<file path="config.mk">
export PLATFORM = sky130hd
export DESIGN_NAME = dbg_apb_regs
export DESIGN_NICKNAME = d
export VERILOG_FILES = /design/src/rtl/dbg_apb_regs_pkg.sv /design/src/rtl/dbg_apb_regs.sv
export SDC_FILE = /design/constraint.sdc
export NUM_CORES = 1
export LEC_CHECK = 0
export BUFFER_PORTS_ARGS = -buffer_cell sky130_fd_sc_hd__buf_2
export CAP_MARGIN = 20
export CORE_MARGIN = 2
export CORE_UTILIZATION = 59
export CTS_CLUSTER_SIZE = 16
export DETAILED_ROUTE_END_ITERATION = 6
export HOLD_SLACK_MARGIN = 0.05
export PLACE_DENSITY_LB_ADDON = 0.12
export SETUP_SLACK_MARGIN = 0.2
export SLEW_MARGIN = 0
export SYNTH_ARGS = -nofsm -noshare
export SYNTH_HDL_FRONTEND = slang
export SYNTH_SLANG_ARGS = --single-unit
</file>
<file path="constraint.sdc">
create_clock -name i_clk -period 5.8 [get_ports i_clk]
set_input_delay 0.58 -clock i_clk [delete_from_list [all_inputs] [get_ports i_clk]]
set_output_delay 0.58 -clock i_clk [all_outputs]
set_load 0.05 [all_outputs]
</file>
<file path="src/rtl/dbg_apb_regs_pkg.sv">
// Shared constants and types for the debug-port APB register bank.
package dbg_apb_regs_pkg;

   localparam int unsigned DATA_W          = 32;
   localparam int unsigned OFF_W           = 6;
   localparam int unsigned STATUS_STICKY_W = 16;
   localparam int unsigned STATUS_LIVE_W   = 16;
   localparam int unsigned WAIT_W          = 4;

   localparam logic [OFF_W-1:0] OFF_ID      = 6'h00;
   localparam logic [OFF_W-1:0] OFF_SCRATCH = 6'h01;
   localparam logic [OFF_W-1:0] OFF_CTRL    = 6'h02;
   localparam logic [OFF_W-1:0] OFF_STATUS  = 6'h03;
   localparam logic [OFF_W-1:0] OFF_CYCLE   = 6'h04;
   localparam logic [OFF_W-1:0] OFF_WAIT    = 6'h05;

   typedef enum logic [1:0] {
      ST_IDLE = 2'd0,
      ST_WAIT = 2'd1,
      ST_RESP = 2'd2
   } state_e;

endpackage

</file>
<file path="src/rtl/dbg_apb_regs.sv">
// APB responder holding ID, SCRATCH, CTRL, sticky STATUS and CYCLE registers.
// Define DBG_APB_REGS_WAIT_EN to add the WAIT register and programmable wait states.
module dbg_apb_regs
   import dbg_apb_regs_pkg::*;
#(
   parameter logic [31:0] ID_VALUE  = 32'h0D8C_0001,
   parameter logic [31:0] BASE_ADDR = 32'h0000_0000
) (
   input  logic                       i_clk,
   input  logic                       i_rst_n,
   input  logic                       i_penable,
   input  logic                       i_pwrite,
   input  logic [31:0]                i_paddr,
   input  logic [DATA_W-1:0]          i_pwdata,
   output logic                       o_pready,
   output logic [DATA_W-1:0]          o_prdata,
   output logic [DATA_W-1:0]          o_ctrl,
   input  logic [STATUS_STICKY_W-1:0] i_status_set,
   input  logic [STATUS_LIVE_W-1:0]   i_status_live,
   output logic                       o_decerr
);

   state_e                     state_q, state_d;
   logic                       hit_q, hit_d;
   logic [OFF_W-1:0]           off_q, off_d;
   logic                       write_q, write_d;
   logic [DATA_W-1:0]          wdata_q, wdata_d;
   logic [WAIT_W-1:0]          cnt_q, cnt_d;
   logic                       pready_q, pready_d;
   logic [DATA_W-1:0]          prdata_q, prdata_d;
   logic                       decerr_q, decerr_d;

   logic [DATA_W-1:0]          scratch_q, scratch_d;
   logic [DATA_W-1:0]          ctrl_q, ctrl_d;
   logic [DATA_W-1:0]          cycle_q, cycle_d;
   logic [STATUS_STICKY_W-1:0] sticky_q, sticky_d;
   logic [STATUS_STICKY_W-1:0] w1c_c;
`ifdef DBG_APB_REGS_WAIT_EN
   logic [WAIT_W-1:0]          wait_q, wait_d;
`endif

   logic                       in_hit_c;
   logic                       sel_hit_c;
   logic [OFF_W-1:0]           sel_off_c;
   logic                       rd_map_c;
   logic [DATA_W-1:0]          rd_data_c;
   logic [WAIT_W-1:0]          wait_cnt_c;
   logic                       commit_c;
   logic                       unused_paddr_lo;

   assign unused_paddr_lo = ^i_paddr[1:0];
   assign in_hit_c        = (i_paddr[31:8] == BASE_ADDR[31:8]);

   // In IDLE the read value comes from the live bus; later it comes from the latched address.
   assign sel_hit_c = (state_q == ST_IDLE) ? in_hit_c     : hit_q;
   assign sel_off_c = (state_q == ST_IDLE) ? i_paddr[7:2] : off_q;

`ifdef DBG_APB_REGS_WAIT_EN
   assign wait_cnt_c = wait_q;
`else
   assign wait_cnt_c = '0;
`endif

   // Read mux and map decode
   always_comb begin
      rd_map_c  = 1'b0;
      rd_data_c = '0;
      if (sel_hit_c) begin
         rd_map_c = 1'b1;
         case (sel_off_c)
            OFF_ID:      rd_data_c = ID_VALUE;
            OFF_SCRATCH: rd_data_c = scratch_q;
            OFF_CTRL:    rd_data_c = ctrl_q;
            OFF_STATUS:  rd_data_c = {i_status_live, sticky_q};
            OFF_CYCLE:   rd_data_c = cycle_q;
`ifdef DBG_APB_REGS_WAIT_EN
            OFF_WAIT:    rd_data_c = DATA_W'(wait_q);
`endif
            default:     rd_map_c = 1'b0;
         endcase
      end
   end

   // Transfer FSM: next state, latches and response strobes
   always_comb begin
      state_d  = state_q;
      hit_d    = hit_q;
      off_d    = off_q;
      write_d  = write_q;
      wdata_d  = wdata_q;
      cnt_d    = cnt_q;
      pready_d = 1'b0;
      prdata_d = '0;
      decerr_d = 1'b0;
      commit_c = 1'b0;
      case (state_q)
         ST_IDLE: begin
            if (i_penable) begin
               hit_d   = in_hit_c;
               off_d   = i_paddr[7:2];
               write_d = i_pwrite;
               wdata_d = i_pwdata;
               if (wait_cnt_c != '0) begin
                  state_d = ST_WAIT;
                  cnt_d   = wait_cnt_c;
               end else begin
                  state_d  = ST_RESP;
                  pready_d = 1'b1;
                  prdata_d = rd_data_c;
                  decerr_d = ~rd_map_c;
               end
            end
         end
         ST_WAIT: begin
            if (!i_penable) begin
               state_d = ST_IDLE;
            end else if (cnt_q == WAIT_W'(1)) begin
               state_d  = ST_RESP;
               pready_d = 1'b1;
               prdata_d = rd_data_c;
               decerr_d = ~rd_map_c;
            end else begin
               cnt_d = cnt_q - WAIT_W'(1);
            end
         end
         ST_RESP: begin
            state_d  = ST_IDLE;
            commit_c = write_q & hit_q;
         end
         default: state_d = ST_IDLE;
      endcase
   end

   // Register file next state; set pulses win over W1C, writes to CYCLE win over increment
   always_comb begin
      scratch_d = scratch_q;
      ctrl_d    = ctrl_q;
      cycle_d   = cycle_q + 32'd1;
      w1c_c     = '0;
`ifdef DBG_APB_REGS_WAIT_EN
      wait_d    = wait_q;
`endif
      if (commit_c) begin
         case (off_q)
            OFF_SCRATCH: scratch_d = wdata_q;
            OFF_CTRL:    ctrl_d    = wdata_q;
            OFF_STATUS:  w1c_c     = wdata_q[STATUS_STICKY_W-1:0];
            OFF_CYCLE:   cycle_d   = '0;
`ifdef DBG_APB_REGS_WAIT_EN
            OFF_WAIT:    wait_d    = wdata_q[WAIT_W-1:0];
`endif
            default: ;
         endcase
      end
      sticky_d = (sticky_q & ~w1c_c) | i_status_set;
   end

   always_ff @(posedge i_clk or negedge i_rst_n) begin
      if (!i_rst_n) begin
         state_q   <= ST_IDLE;
         hit_q     <= 1'b0;
         off_q     <= '0;
         write_q   <= 1'b0;
         wdata_q   <= '0;
         cnt_q     <= '0;
         pready_q  <= 1'b0;
         prdata_q  <= '0;
         decerr_q  <= 1'b0;
         scratch_q <= '0;
         ctrl_q    <= '0;
         cycle_q   <= '0;
         sticky_q  <= '0;
`ifdef DBG_APB_REGS_WAIT_EN
         wait_q    <= '0;
`endif
      end else begin
         state_q   <= state_d;
         hit_q     <= hit_d;
         off_q     <= off_d;
         write_q   <= write_d;
         wdata_q   <= wdata_d;
         cnt_q     <= cnt_d;
         pready_q  <= pready_d;
         prdata_q  <= prdata_d;
         decerr_q  <= decerr_d;
         scratch_q <= scratch_d;
         ctrl_q    <= ctrl_d;
         cycle_q   <= cycle_d;
         sticky_q  <= sticky_d;
`ifdef DBG_APB_REGS_WAIT_EN
         wait_q    <= wait_d;
`endif
      end
   end

   assign o_pready = pready_q;
   assign o_prdata = prdata_q;
   assign o_ctrl   = ctrl_q;
   assign o_decerr = decerr_q;

endmodule

</file>
==> results of run 1 <==
sequential cells by signal (all words and copies together), names as in the netlist:
signal     cells
write_q        1
o_ctrl        32
sticky_q      16
off_q          6
o_pready       1
o_decerr       1
wdata_q       32
hit_q          1
o_prdata      32
cycle_q       32
state_q        1
scratch_q     32
synthesized netlist by cell type (all sizes together) (2+ instances only):
cell type  instances
or4b               2
and2               6
nor3               4
dfrtp            187
xor2               6
nor2b              3
clkbuf            32
or4               18
mux2              67
o21a               2
nor2              14
xnor2              4
o21ai             11
nor4               8
mux2i             30
nand2b             4
nand2            183
and4               4
a31o               2
a21o              23
a31oi              8
nand3             29
buf               15
inv                4
o31ai             11
or3                4
and3               5
a2bb2oi           25
nand4             11
a21oi             40
layout make-up:
class                      instances  area, um2
inverter                           5       18.8
clock buffer                      22        474
fill                            1015       3890
tap                              180        225
clock inverter                    10        139
multi-input combinational        537       3500
timing repair buffer             175        952
sequential                       187       4680
logic make-up after synthesis:
family	after synthesis
compound gates	128
flops	187
mux	97
simple gates	301
xor+xnor	10
buf+inv	52
fa+ha+maj	1
worst paths after layout:
kind	end	slack, ns	start	cells after the start
max in group asynchronous	cycle_q[0]$_DFF_PN0_	4.29	i_rst_n	2
worst max register to register	o_ctrl[9]$_DFFE_PN0P_	2.45	state_q[1]$_DFFE_PN0P_	5
min in group i_clk	sticky_q[12]$_DFF_PN0_	0.33	i_status_set[12]	2
worst min-delay path	o_prdata[21]$_DFF_PN0_	0.12	i_rst_n	1
worst max-delay path	o_ctrl[9]$_DFFE_PN0P_	2.45	state_q[1]$_DFFE_PN0P_	5
worst min register to register	sticky_q[2]$_DFF_PN0_	0.47	sticky_q[2]$_DFF_PN0_	1
layer usage:
layer,vias to the layer above,wire (um)
met3,21,1390
met2,247,10600
met4,0,268
met5,-,0
li1,3043,-
met1,3388,9460
critical path, cell delays in order (launching register included):
cell	delay (ns)
dfrtp_1	0.69
nor4b_4	0.45
and4_1	0.84
nor2b_4	0.62
buf_16	0.25
mux2_2	0.36
stage by stage:
step	hold WS [ns]	setup WS, ns	utilization (%)	cells	area [um2]
2_1_floorplan	0.284	3.71	-	776	8370
3_5_place_dp	0.466	2.25	67.1	1082	9320
3_3_place_gp	0.459	2.34	67.1	1082	9320
6_report	0.119	2.45	71.9	1116	9990
4_1_cts	0.134	2.17	71.6	1114	9930
5_1_grt	0.158	2.23	71.9	1116	9990
power breakdown:
group          switching [mW]  total, mW  internal (mW)
logic                   0.126      0.207         0.0809
registers              0.0388       1.38           1.34
clock network           0.494       1.21          0.714
==> parameters.txt, run 1 <==
Parameter                              Value

Floorplanning
  Std-Cell Rows ... between 40 and 50
  Die outline width ... roughly 120 um
  Die Y-Extent ... 123 um
  Core area ... about 0.014 mm2
  Initial Utilization ... about 60%
  Total I/O pin count ... between 150 and 200
  Full die area ... roughly 0.015 mm2

Synth
  EDFF count, synth ... 0
  Mapped Nets ... 877
  Synth Register Bits ... between 150 and 200
  Post-synthesis async set-or-reset flop share ... between 90% and 100%
  Basic-gate share of the synthesized area counting and, or, nand and nor cells ... approximately 17%
  Mapped Area ... ~0.0084 mm2
  Synth Instances ... 776
  Post-synthesis compound-gate area fraction ... a little over a tenth
  Top cell type by total area after synthesis ... dfrtp_1
  Sequential area share after synthesis ... 55.9%
  Adder-cell share of the synthesized area ... less than 1%
  Dominant register cell in the synthesized netlist ... dfrtp_1
  Area share of the largest cell type after synthesis ... 55.9%
  Xor and xnor area share after synthesis ... 1.05%
  Cells taking the most area after synthesis ... dfrtp_1 (56%), mux2_2 (9.0%), nand2_1 (8.2%)
  Dominant combinational cell family by area after synthesis ... simple AND/OR/NAND/NOR gates
  Multiplexer share of the synthesized area ... 12.6%
  Avg Cell Area, Syn ... roughly 11 um2
  Number of distinct library cell variants in the gate-level netlist after synthesis ... 53
  Number of warnings reported in the yosys synthesis log ... 0

Clock network
  Hold_buf cts ... 0
  Clock-pin transition on the worst setup and hold timing paths ... 0.07 ns
  Inserted Clock Buffers ... 17
  Worst-case clock buffer depth ... 2
  Post-CTS Setup Bufs ... 0
  Cell chosen for the clock root ... clkbuf_16
  Clock Sink Count ... roughly 190
  Number of instances resized during post-cts repair ... 0
  Max H-tree Level ... 4
  TritonCTS clock tree ... done
  Worst skew pair latency ... about 0.43 ns

Placed design
  Post-DP HPWL ... roughly 14000 um
  PortBufs ... roughly 160
  Gpl congestion ... approximately 0.83

Timing
  Slew @ Worst Pin ... ~1.0 ns
  Final hold violation count ... 0
  Setup TNS ... 0 ns
  Final period demand of the worst path ... 3.35 ns
  Worst clock skew on the final layout ... just under 0.008 ns
  Highest attainable clock frequency ... 0.299 GHz
  Final setup fails ... 0
  Worst max-slew margin expressed relative to the limit ... 30.5%
  Unrepaired setup endpoints after global routing ... false
  Share of the clock period used by the worst path ... between 50% and 60%
  Pins over their slew limit ... 0

Layout
  Area added between synthesis and finish ... 19.3%
  Most common cell after layout, fill and taps aside ... dfrtp_1
  Most frequent cells in the layout ... dfrtp_1 (187), nand2_1 (183), buf_2 (162), mux2_2 (67), a21oi_1 (40)
  Number of nets in the layout ... between 1000 and 1500
  Final antenna diode count ... 0
  Share of final-layout standard cells stronger than drive strength 1 ... slightly above 30%

Global routing
  GR Util met3 ... slightly below 5%
  Number of global-route vias before repair ... around 6700
  Residual overflow from global routing ... 0
  Overall track demand over capacity in global routing ... 29.7%
  Largest net degree at the start of global routing ... 77
  GRT busiest layer ... met2
  Initial antenna violation count ... 0
  Met1 GRT Util ... between 40% and 50%
  Met2 GRT Util ... 47.7%
  Wire length of the first global-routing pass ... between 30000 and 40000 um

Critical path
  Required @ worst endpoint ... 6.11 ns
  Arr. time, crit path ... roughly 3.7 ns
  Critical path peak fanout ... 19
  Type of destination of the critical path ... flip-flop
  WS Path Type ... flip-flop to flip-flop
  Startpoint type of the worst setup path ... flip-flop

Pwr
  Worst voltage drop across the vdd grid ... about 200 uV
  Leakage power of the design ... between 4 and 5 nW
  Power per Cell Area ... 280 mW/mm2
  Total power after layout ... around 2.8 mW

Route
  WL/cell ... a little under 20 um
  DR vias ... between 6000 and 7000
  Post-detailed-route count of antenna-violating nets ... 0
  TritonRoute pass-1 iters ... 5
  Drt initial violations ... between 600 and 700
  Via count normalized by instance count ... roughly 6
  DRC Markers ... 0
  Final wirelength ... ~22000 um

Flow run
  Number of violations of the max-capacitance limit ... 0

Status
  Outcome ... complete, no violations

Min path
  Classification of the worst-slack hold path ... input pin to asynchronous set/reset pin
(Power assumes the default switching activity.)
==> run 2, diff against run 1 <==
--- a/config.mk
+++ b/config.mk
@@ -8,7 +8,7 @@
 export BUFFER_PORTS_ARGS = -buffer_cell sky130_fd_sc_hd__buf_2
 export CAP_MARGIN = 20
 export CORE_MARGIN = 2
-export CORE_UTILIZATION = 59
+export CORE_UTILIZATION = 55
 export CTS_CLUSTER_SIZE = 16
 export DETAILED_ROUTE_END_ITERATION = 6
 export HOLD_SLACK_MARGIN = 0.05
==> constraint.sdc (replaced) <==
create_clock -name i_clk -period 3.4 [get_ports i_clk]
set_input_delay 0.34 -clock i_clk [delete_from_list [all_inputs] [get_ports i_clk]]
set_output_delay 0.34 -clock i_clk [all_outputs]
set_load 0.05 [all_outputs]
==> parameters.txt, run 2 (synthesized netlist as in run 1, its figures left out) <==
Parameter                              Value

Timing
  Pins over their slew limit ... 0 (unchanged)
  Worst max-slew margin expressed relative to the limit ... 59.7% (+29 points)
  Share of the clock period used by the worst path ... 78.1% (+20 points)
  Final hold violation count ... 0 (unchanged)
  Highest attainable clock frequency ... 0.377 GHz (+26%)
  Unrepaired setup endpoints after global routing ... false
  Final period demand of the worst path ... 2.65 ns (-0.694 ns)
  Setup TNS ... 0 ns (unchanged)
  Worst clock skew on the final layout ... 0.00902 ns (+0.00123 ns)
  Final setup fails ... 0 (unchanged)
  Slew @ Worst Pin ... 0.604 ns (-0.439 ns)

Clock network
  Cell chosen for the clock root ... clkbuf_16
  TritonCTS clock tree ... done
  Worst skew pair latency ... 0.43 ns (about the same)
  Inserted Clock Buffers ... 17 (unchanged)
  Number of instances resized during post-cts repair ... 0 (unchanged)
  Max H-tree Level ... 4 (unchanged)
  Hold_buf cts ... 1 (+1)
  Clock-pin transition on the worst setup and hold timing paths ... 0.06 ns (about the same)
  Worst-case clock buffer depth ... 2 (unchanged)
  Post-CTS Setup Bufs ... 0 (unchanged)
  Clock Sink Count ... 187 (unchanged)

Route
  DR vias ... 6654 (-0.67%)
  Drt initial violations ... 520 (-14%)
  Detailed route wirelength on metal2 ... 10500 um (-1.1%)
  DRC Markers ... 0 (unchanged)
  M1 WL ... 10000 um (+5.7%)
  Post-detailed-route count of antenna-violating nets ... 0 (unchanged)
  TritonRoute pass-1 iters ... 4 (-1)
  Via count normalized by instance count ... 5.89 (-1.8%)
  DR top layer ... met4
  Final wirelength ... 22000 um (+1.3%)
  WL/cell ... 19.5 um (+0.11%)
  Met3 Wirelength ... 1120 um (-19%)

Critical path
  Depth of the worst register-to-register path ... 5 (unchanged)
  Arr. time, crit path ... 2.97 ns (-0.69 ns)
  WS Path Type ... flip-flop to flip-flop
  Required @ worst endpoint ... 3.71 ns (-2.40 ns)
  Critical path peak fanout ... 19 (unchanged)
  Startpoint type of the worst setup path ... flip-flop
  Type of destination of the critical path ... flip-flop

Layout
  Most common cell after layout, fill and taps aside ... dfrtp_1
  Number of nets in the layout ... 1029 (+0.49%)
  Filler Cell Count ... 1216 (+20%)
  Area added between synthesis and finish ... 19.6%
  Final antenna diode count ... 0 (unchanged)
  Most frequent cells in the layout ... dfrtp_1 (187), nand2_1 (183), buf_2 (162), mux2_2 (67), a21oi_1 (40)
  Share of final-layout standard cells stronger than drive strength 1 ... 30.9% (+0.37 points)

Global routing
  Number of global-route vias before repair ... 6827 (+2.4%)
  Residual overflow from global routing ... 0 (unchanged)
  Largest net degree at the start of global routing ... 89 (+16%)
  Overall track demand over capacity in global routing ... 28.1% (-1.5 points)
  Wire length of the first global-routing pass ... 35300 um (+3.9%)
  Initial antenna violation count ... 0 (unchanged)

Floorplanning
  Die Y-Extent ... 127 um (+3.5%)
  Die outline width ... 127 um (+3.5%)
  Std-Cell Rows ... 45 (+4.7%)
  Total I/O pin count ... 166 (unchanged)
  Core area ... 0.0150 mm2 (+8.3%)
  Initial Utilization ... 55.7% (-4.6 points)
  Full die area ... 0.0162 mm2 (+7.0%)

Flow run
  Number of violations of the max-capacitance limit ... 0 (unchanged)

Pwr
  Total power after layout ... 4.72 mW (+69%)
  Power per Cell Area ... 471 mW/mm2 (+68%)
  Leakage power of the design ... 4.92 nW (+0.30%)
  Worst voltage drop across the vdd grid ... 330 uV (+65%)

Placed design
  Post-DP HPWL ... 14800 um (+5.3%)
  PortBufs ... 163 (unchanged)
  Gpl congestion ... 0.799 (-4.1%)

Min path
  Hold path depth ... 2
  Classification of the worst-slack hold path ... input pin to flip-flop

Status
  Outcome ... complete, no violations
[run 2: cell count changes in the layout (fill, tap and decap cells not counted), sizes merged]
cell and delta:
buf +4, bufinv -1, clkinv -1, clkinvlp +1
dlygate4sd3 +1, inv +1
[run 2: critical path: stages, from the launching register on]
cell     delay, ns
dfrtp_1       0.70
nor4b_4       0.44
and4_1        0.27
nor2b_4       0.49
buf_12        0.27
mux2_2        0.35
[run 2: path summary, 6_finish.rpt]
kind	from	to	slack (ns)
max	state_q[1]$_DFFE_PN0P_	o_ctrl[22]$_DFFE_PN0P_	0.75
min	i_status_set[11]	sticky_q[11]$_DFF_PN0_	0.09
max reg2reg	state_q[1]$_DFFE_PN0P_	o_ctrl[22]$_DFFE_PN0P_	0.75
min reg2reg	sticky_q[14]$_DFF_PN0_	sticky_q[14]$_DFF_PN0_	0.48
max in group asynchronous	i_rst_n	o_ctrl[27]$_DFFE_PN0P_	2.01
min in group asynchronous	i_rst_n	o_ctrl[25]$_DFFE_PN0P_	0.46
[run 2: cell type report]
cell class	instances	area (um2)	area share (%)
clock inverters	10	113	1.12
inverters	5	18.8	0.187
multi-input cells	537	3500	34.9
clock buffers	22	484	4.83
well taps	188	235	2.35
flip-flops and latches	187	4680	46.7
repair buffers	180	990	9.88
[run 2: where the power goes]
group	internal, mW	total (mW)	switching (mW)
sequential	2.29	2.36	0.0739
combinational	0.145	0.359	0.214
clock	1.16	1.99	0.833
[run 2: metrics by stage]
stage	utilization (%)	instance area, um2	cells	setup WS, ns	hold slack (ns)
after global placement	62.6	9410	1096	0.849	0.350
after CTS	66.6	10000	1129	0.755	0.0792
after floorplan	-	8370	776	1.40	0.0444
final	66.6	10000	1129	0.745	0.0886
after detailed placement	62.6	9410	1096	0.770	0.364
after global routing	66.6	10000	1129	0.627	0.0832
[run 2: routing by layer]
metal | vias up | global-route usage [%]
met5 | - | 0
met4 | 0 | 9.05
met3 | 27 | 4.19
met2 | 204 | 44.1
met1 | 3378 | 40.9
li1 | 3045 | -
==> run 3, diff against run 2 <==
--- a/config.mk
+++ b/config.mk
@@ -5,10 +5,11 @@
 export SDC_FILE = /design/constraint.sdc
 export NUM_CORES = 1
 export LEC_CHECK = 0
+export ABC_AREA = 1
 export BUFFER_PORTS_ARGS = -buffer_cell sky130_fd_sc_hd__buf_2
 export CAP_MARGIN = 20
 export CORE_MARGIN = 2
-export CORE_UTILIZATION = 55
+export CORE_UTILIZATION = 56
 export CTS_CLUSTER_SIZE = 16
 export DETAILED_ROUTE_END_ITERATION = 6
 export HOLD_SLACK_MARGIN = 0.05
==> constraint.sdc (replaced) <==
create_clock -name i_clk -period 2.8 [get_ports i_clk]
set_input_delay 0.28 -clock i_clk [delete_from_list [all_inputs] [get_ports i_clk]]
set_output_delay 0.28 -clock i_clk [all_outputs]
set_load 0.05 [all_outputs]
==> parameters.txt, run 3 <==
Parameter                              Value

Min path
  Hold path startpoint ... i_pwdata[28]
  Classification of the worst-slack hold path ... input pin to flip-flop
  Worst Hold Endpoint ... wdata_q[28]$_DFFE_PN0P_
  Hold path depth ... 3 (+1)

Critical path
  Reg-to-Reg End ... o_prdata[10]$_DFF_PN0_
  Number of buffers and inverters on the critical path ... 2 (+1)
  Beginning of the worst register-to-register path ... state_q[1]$_DFFE_PN0P_
  Type of destination of the critical path ... flip-flop
  Arr. time, crit path ... 2.52 ns (-0.45 ns)
  WS Path Type ... flip-flop to flip-flop
  Setup slack of the most critical reg-to-reg path ... 0.62 ns (-0.13 ns)
  Critical path peak fanout ... 15 (-4)
  Worst path cell trace ... inv_6 > nand2_1 > nand2_1 > nand2_2 > nor2_4 > buf_4 > nand3_1 > nand2_1 > nor2_1 > nor2_1
  Startpoint type of the worst setup path ... flip-flop
  Master of the slowest instance on the critical path ... dfrtp_1
  Depth of the worst register-to-register path ... 10 (+5)
  Cell mode on critical path ... nand2_1
  Required @ worst endpoint ... 3.14 ns (-0.57 ns)
  Family with the most delay on the worst path ... simple AND/OR/NAND/NOR gates
  Worst stage delay on the critical path ... 0.52 ns (-0.18 ns)

Timing
  Hold slack ... 0.0536 ns (-0.0350 ns)
  Share of the clock period used by the worst path ... 77.9% (-0.14 points)
  Unrepaired setup endpoints after global routing ... false
  Worst max-slew margin expressed relative to the limit ... 55.9% (-3.8 points)
  Pins over their slew limit ... 0 (unchanged)
  Slew @ Worst Pin ... 0.661 ns (+0.0570 ns)
  Worst clock skew on the final layout ... 0.0102 ns (+0.00123 ns)
  Highest attainable clock frequency ... 0.458 GHz (+22%)
  Final period demand of the worst path ... 2.18 ns (-0.472 ns)
  Final setup fails ... 0 (unchanged)
  Final hold violation count ... 0 (unchanged)
  Setup TNS ... 0 ns (unchanged)

Route
  Final wirelength ... 22600 um (+2.7%)
  WL/cell ... 15.4 um (-21%)
  Via count normalized by instance count ... 5.38 (-8.7%)
  DRC Markers ... 0 (unchanged)
  Drt initial violations ... 717 (+38%)
  TritonRoute pass-1 iters ... 6 (+2)
  DR vias ... 7903 (+19%)
  Post-detailed-route count of antenna-violating nets ... 0 (unchanged)

Clock network
  Inserted Clock Buffers ... 17 (unchanged)
  Number of instances resized during post-cts repair ... 0 (unchanged)
  Worst-case clock buffer depth ... 2 (unchanged)
  Clock Sink Count ... 187 (unchanged)
  Cell chosen for the clock root ... clkbuf_16
  Worst skew pair latency ... 0.43 ns (about the same)
  Max H-tree Level ... 4 (unchanged)
  Clock-pin transition on the worst setup and hold timing paths ... 0.07 ns (about the same)
  Post-CTS Setup Bufs ... 0 (unchanged)
  TritonCTS clock tree ... done

Synth
  Sequential area share after synthesis ... 53.7% (-2.2 points)
  Synth Instances ... 1094 (+41%)
  Synth Register Bits ... 187 (unchanged)
  Xor and xnor area share after synthesis ... 0.100% (-0.95 points)
  Dominant combinational cell family by area after synthesis ... simple AND/OR/NAND/NOR gates
  Basic-gate share of the synthesized area counting and, or, nand and nor cells ... 30.0% (+13 points)
  Mapped Nets ... 1195 (+36%)
  Most frequent cell after synthesis ... nand2_1
  Adder-cell share of the synthesized area ... 0.143% (-0.0059 points)
  Mapped Area ... 0.00872 mm2 (+4.1%)
  Post-synthesis async set-or-reset flop share ... 100% (unchanged)
  Area share of the largest cell type after synthesis ... 53.7% (-2.2 points)
  Avg Cell Area, Syn ... 7.97 um2 (-26%)
  EDFF count, synth ... 0 (unchanged)
  Dominant register cell in the synthesized netlist ... dfrtp_1
  Leading post-synthesis cells by instance count ... nand2_1 (281), dfrtp_1 (187), nand3_1 (155)
  Number of warnings reported in the yosys synthesis log ... 0 (unchanged)
  Cells taking the most area after synthesis ... dfrtp_1 (54%), nand2_1 (12%), nand3_1 (8.9%)
  Multiplexer share of the synthesized area ... 0% (-13 points)
  Post-synthesis compound-gate area fraction ... 8.77% (-1.7 points)
  Number of distinct library cell variants in the gate-level netlist after synthesis ... 34 (-36%)
  Top cell type by total area after synthesis ... dfrtp_1

Status
  Outcome ... complete, no violations

Pwr
  Sequential power share ... 50.2% (about the same)
  Share of total power in the clock network ... 40.8% (-1.5 points)
  Total power after layout ... 5.59 mW (+19%)
  Cell internal power dissipation ... 4.12 mW (+15%)
  Switching power as a share of total power ... 26.3% (+2.5 points)
  Worst voltage drop across the vdd grid ... 636 uV (+93%)
  Share of total power in combinational logic ... 9.0% (+1.4 points)
  Leakage power of the design ... 5.36 nW (+8.8%)
  Power per Cell Area ... 534 mW/mm2 (+13%)
  Net switching power figure ... 1.47 mW (+31%)

Floorplanning
  Initial Utilization ... 57.4% (+1.7 points)
  Total I/O pin count ... 166 (unchanged)
  Core area ... 0.0152 mm2 (+1.1%)
  Std-Cell Rows ... 45 (unchanged)
  Die Y-Extent ... 129 um (+1.1%)
  Die outline width ... 129 um (+1.1%)
  Full die area ... 0.0166 mm2 (+2.2%)

Layout
  Number of nets in the layout ... 1367 (+33%)
  Most frequent cells in the layout ... nand2_1 (281), dfrtp_1 (187), buf_2 (162), nand3_1 (155), nor2_1 (132)
  Most common cell after layout, fill and taps aside ... nand2_1
  Share of final-layout standard cells stronger than drive strength 1 ... 18.4% (-13 points)
  Area added between synthesis and finish ... 20.1%

Global routing
  Number of global-route vias before repair ... 7468 (+9.4%)
  Wire length of the first global-routing pass ... 37100 um (+5.2%)
  Overall track demand over capacity in global routing ... 28.6% (+0.45 points)
  Initial antenna violation count ... 1 (+1)
  Largest net degree at the start of global routing ... 78 (-12%)
  Residual overflow from global routing ... 0 (unchanged)

Placed design
  Gpl congestion ... 0.907 (+13%)
  PortBufs ... 163 (unchanged)
  Post-DP HPWL ... 14900 um (+1.1%)

Flow run
  Number of violations of the max-capacitance limit ... 0 (unchanged)
## run 3: power by group through the flow
stage               logic [mW]  clock network (mW)  registers (mW)
global placement         0.468                   0            2.86
CTS                      0.505                2.30            2.81
detailed placement       0.475                   0            2.86
finish                   0.502                2.28            2.81
floorplan                0.270                   0            2.86
global route             0.570                2.43            2.82
## run 3: worst register-to-register path, cell delays in order, from the launching register on
cell and delay [ns]:
dfrtp_1 0.52, inv_6 0.16, nand2_1 0.06, nand2_1 0.09, nand2_2 0.13, nor2_4 0.47, buf_4 0.29, nand3_1 0.09
nand2_1 0.11, nor2_1 0.05, nor2_1 0.12
## run 3: how the worst max path moves through the flow
stage                                 startpoint                      to  slack, ns  depth (start not counted)
final                     state_q[1]$_DFFE_PN0P_  o_prdata[10]$_DFF_PN0_       0.62                         10
after global routing      state_q[1]$_DFFE_PN0P_   o_prdata[0]$_DFF_PN0_       0.42                          8
after CTS                 state_q[1]$_DFFE_PN0P_  o_prdata[10]$_DFF_PN0_       0.60                         10
after detailed placement  state_q[1]$_DFFE_PN0P_   o_prdata[3]$_DFF_PN0_       0.66                         10
after global placement    state_q[1]$_DFFE_PN0P_   o_prdata[3]$_DFF_PN0_       0.69                         10
after floorplan             cycle_q[0]$_DFF_PN0_   cycle_q[26]$_DFF_PN0_       1.35                         10
## run 3: cell families after synthesis
kind of cell	Yosys count
fa+ha+maj	1
flops	187
compound gates	150
simple gates	607
buf+inv	148
xor+xnor	1
## run 3: area by class of cell
cell class / count / area [um2]
fillers: 1278 / 4730
flip-flops and latches: 187 / 4680
multi-input cells: 759 / 3410
repair buffers: 205 / 1220
clock buffers: 21 / 450
inverters: 96 / 365
well taps: 188 / 235
clock inverters: 11 / 100
diodes: 1 / 2.50
## run 3: metal layers
metal	part of all wire, %	vias up	global-route usage [%]
li1	-	3872	-
met1	45	3689	41.8
met2	46	309	43.5
met3	7.6	33	6.24
met4	1.7	0	7.93
met5	0	-	0
## run 3: per-stage QoR
stage	util (%)	instance area, um2	setup slack [ns]	cells
2_1_floorplan	-	8720	1.35	1094
3_3_place_gp	63.7	9680	0.685	1411
3_5_place_dp	63.7	9680	0.658	1411
4_1_cts	68.9	10500	0.604	1467
5_1_grt	68.9	10500	0.417	1467
6_report	68.9	10500	0.617	1468
## run 3: timing repair
action	in CTS	in global routing
hold buffers	24	0
endpoints found under the setup margin	0	0
hold endpoints to repair	96	0
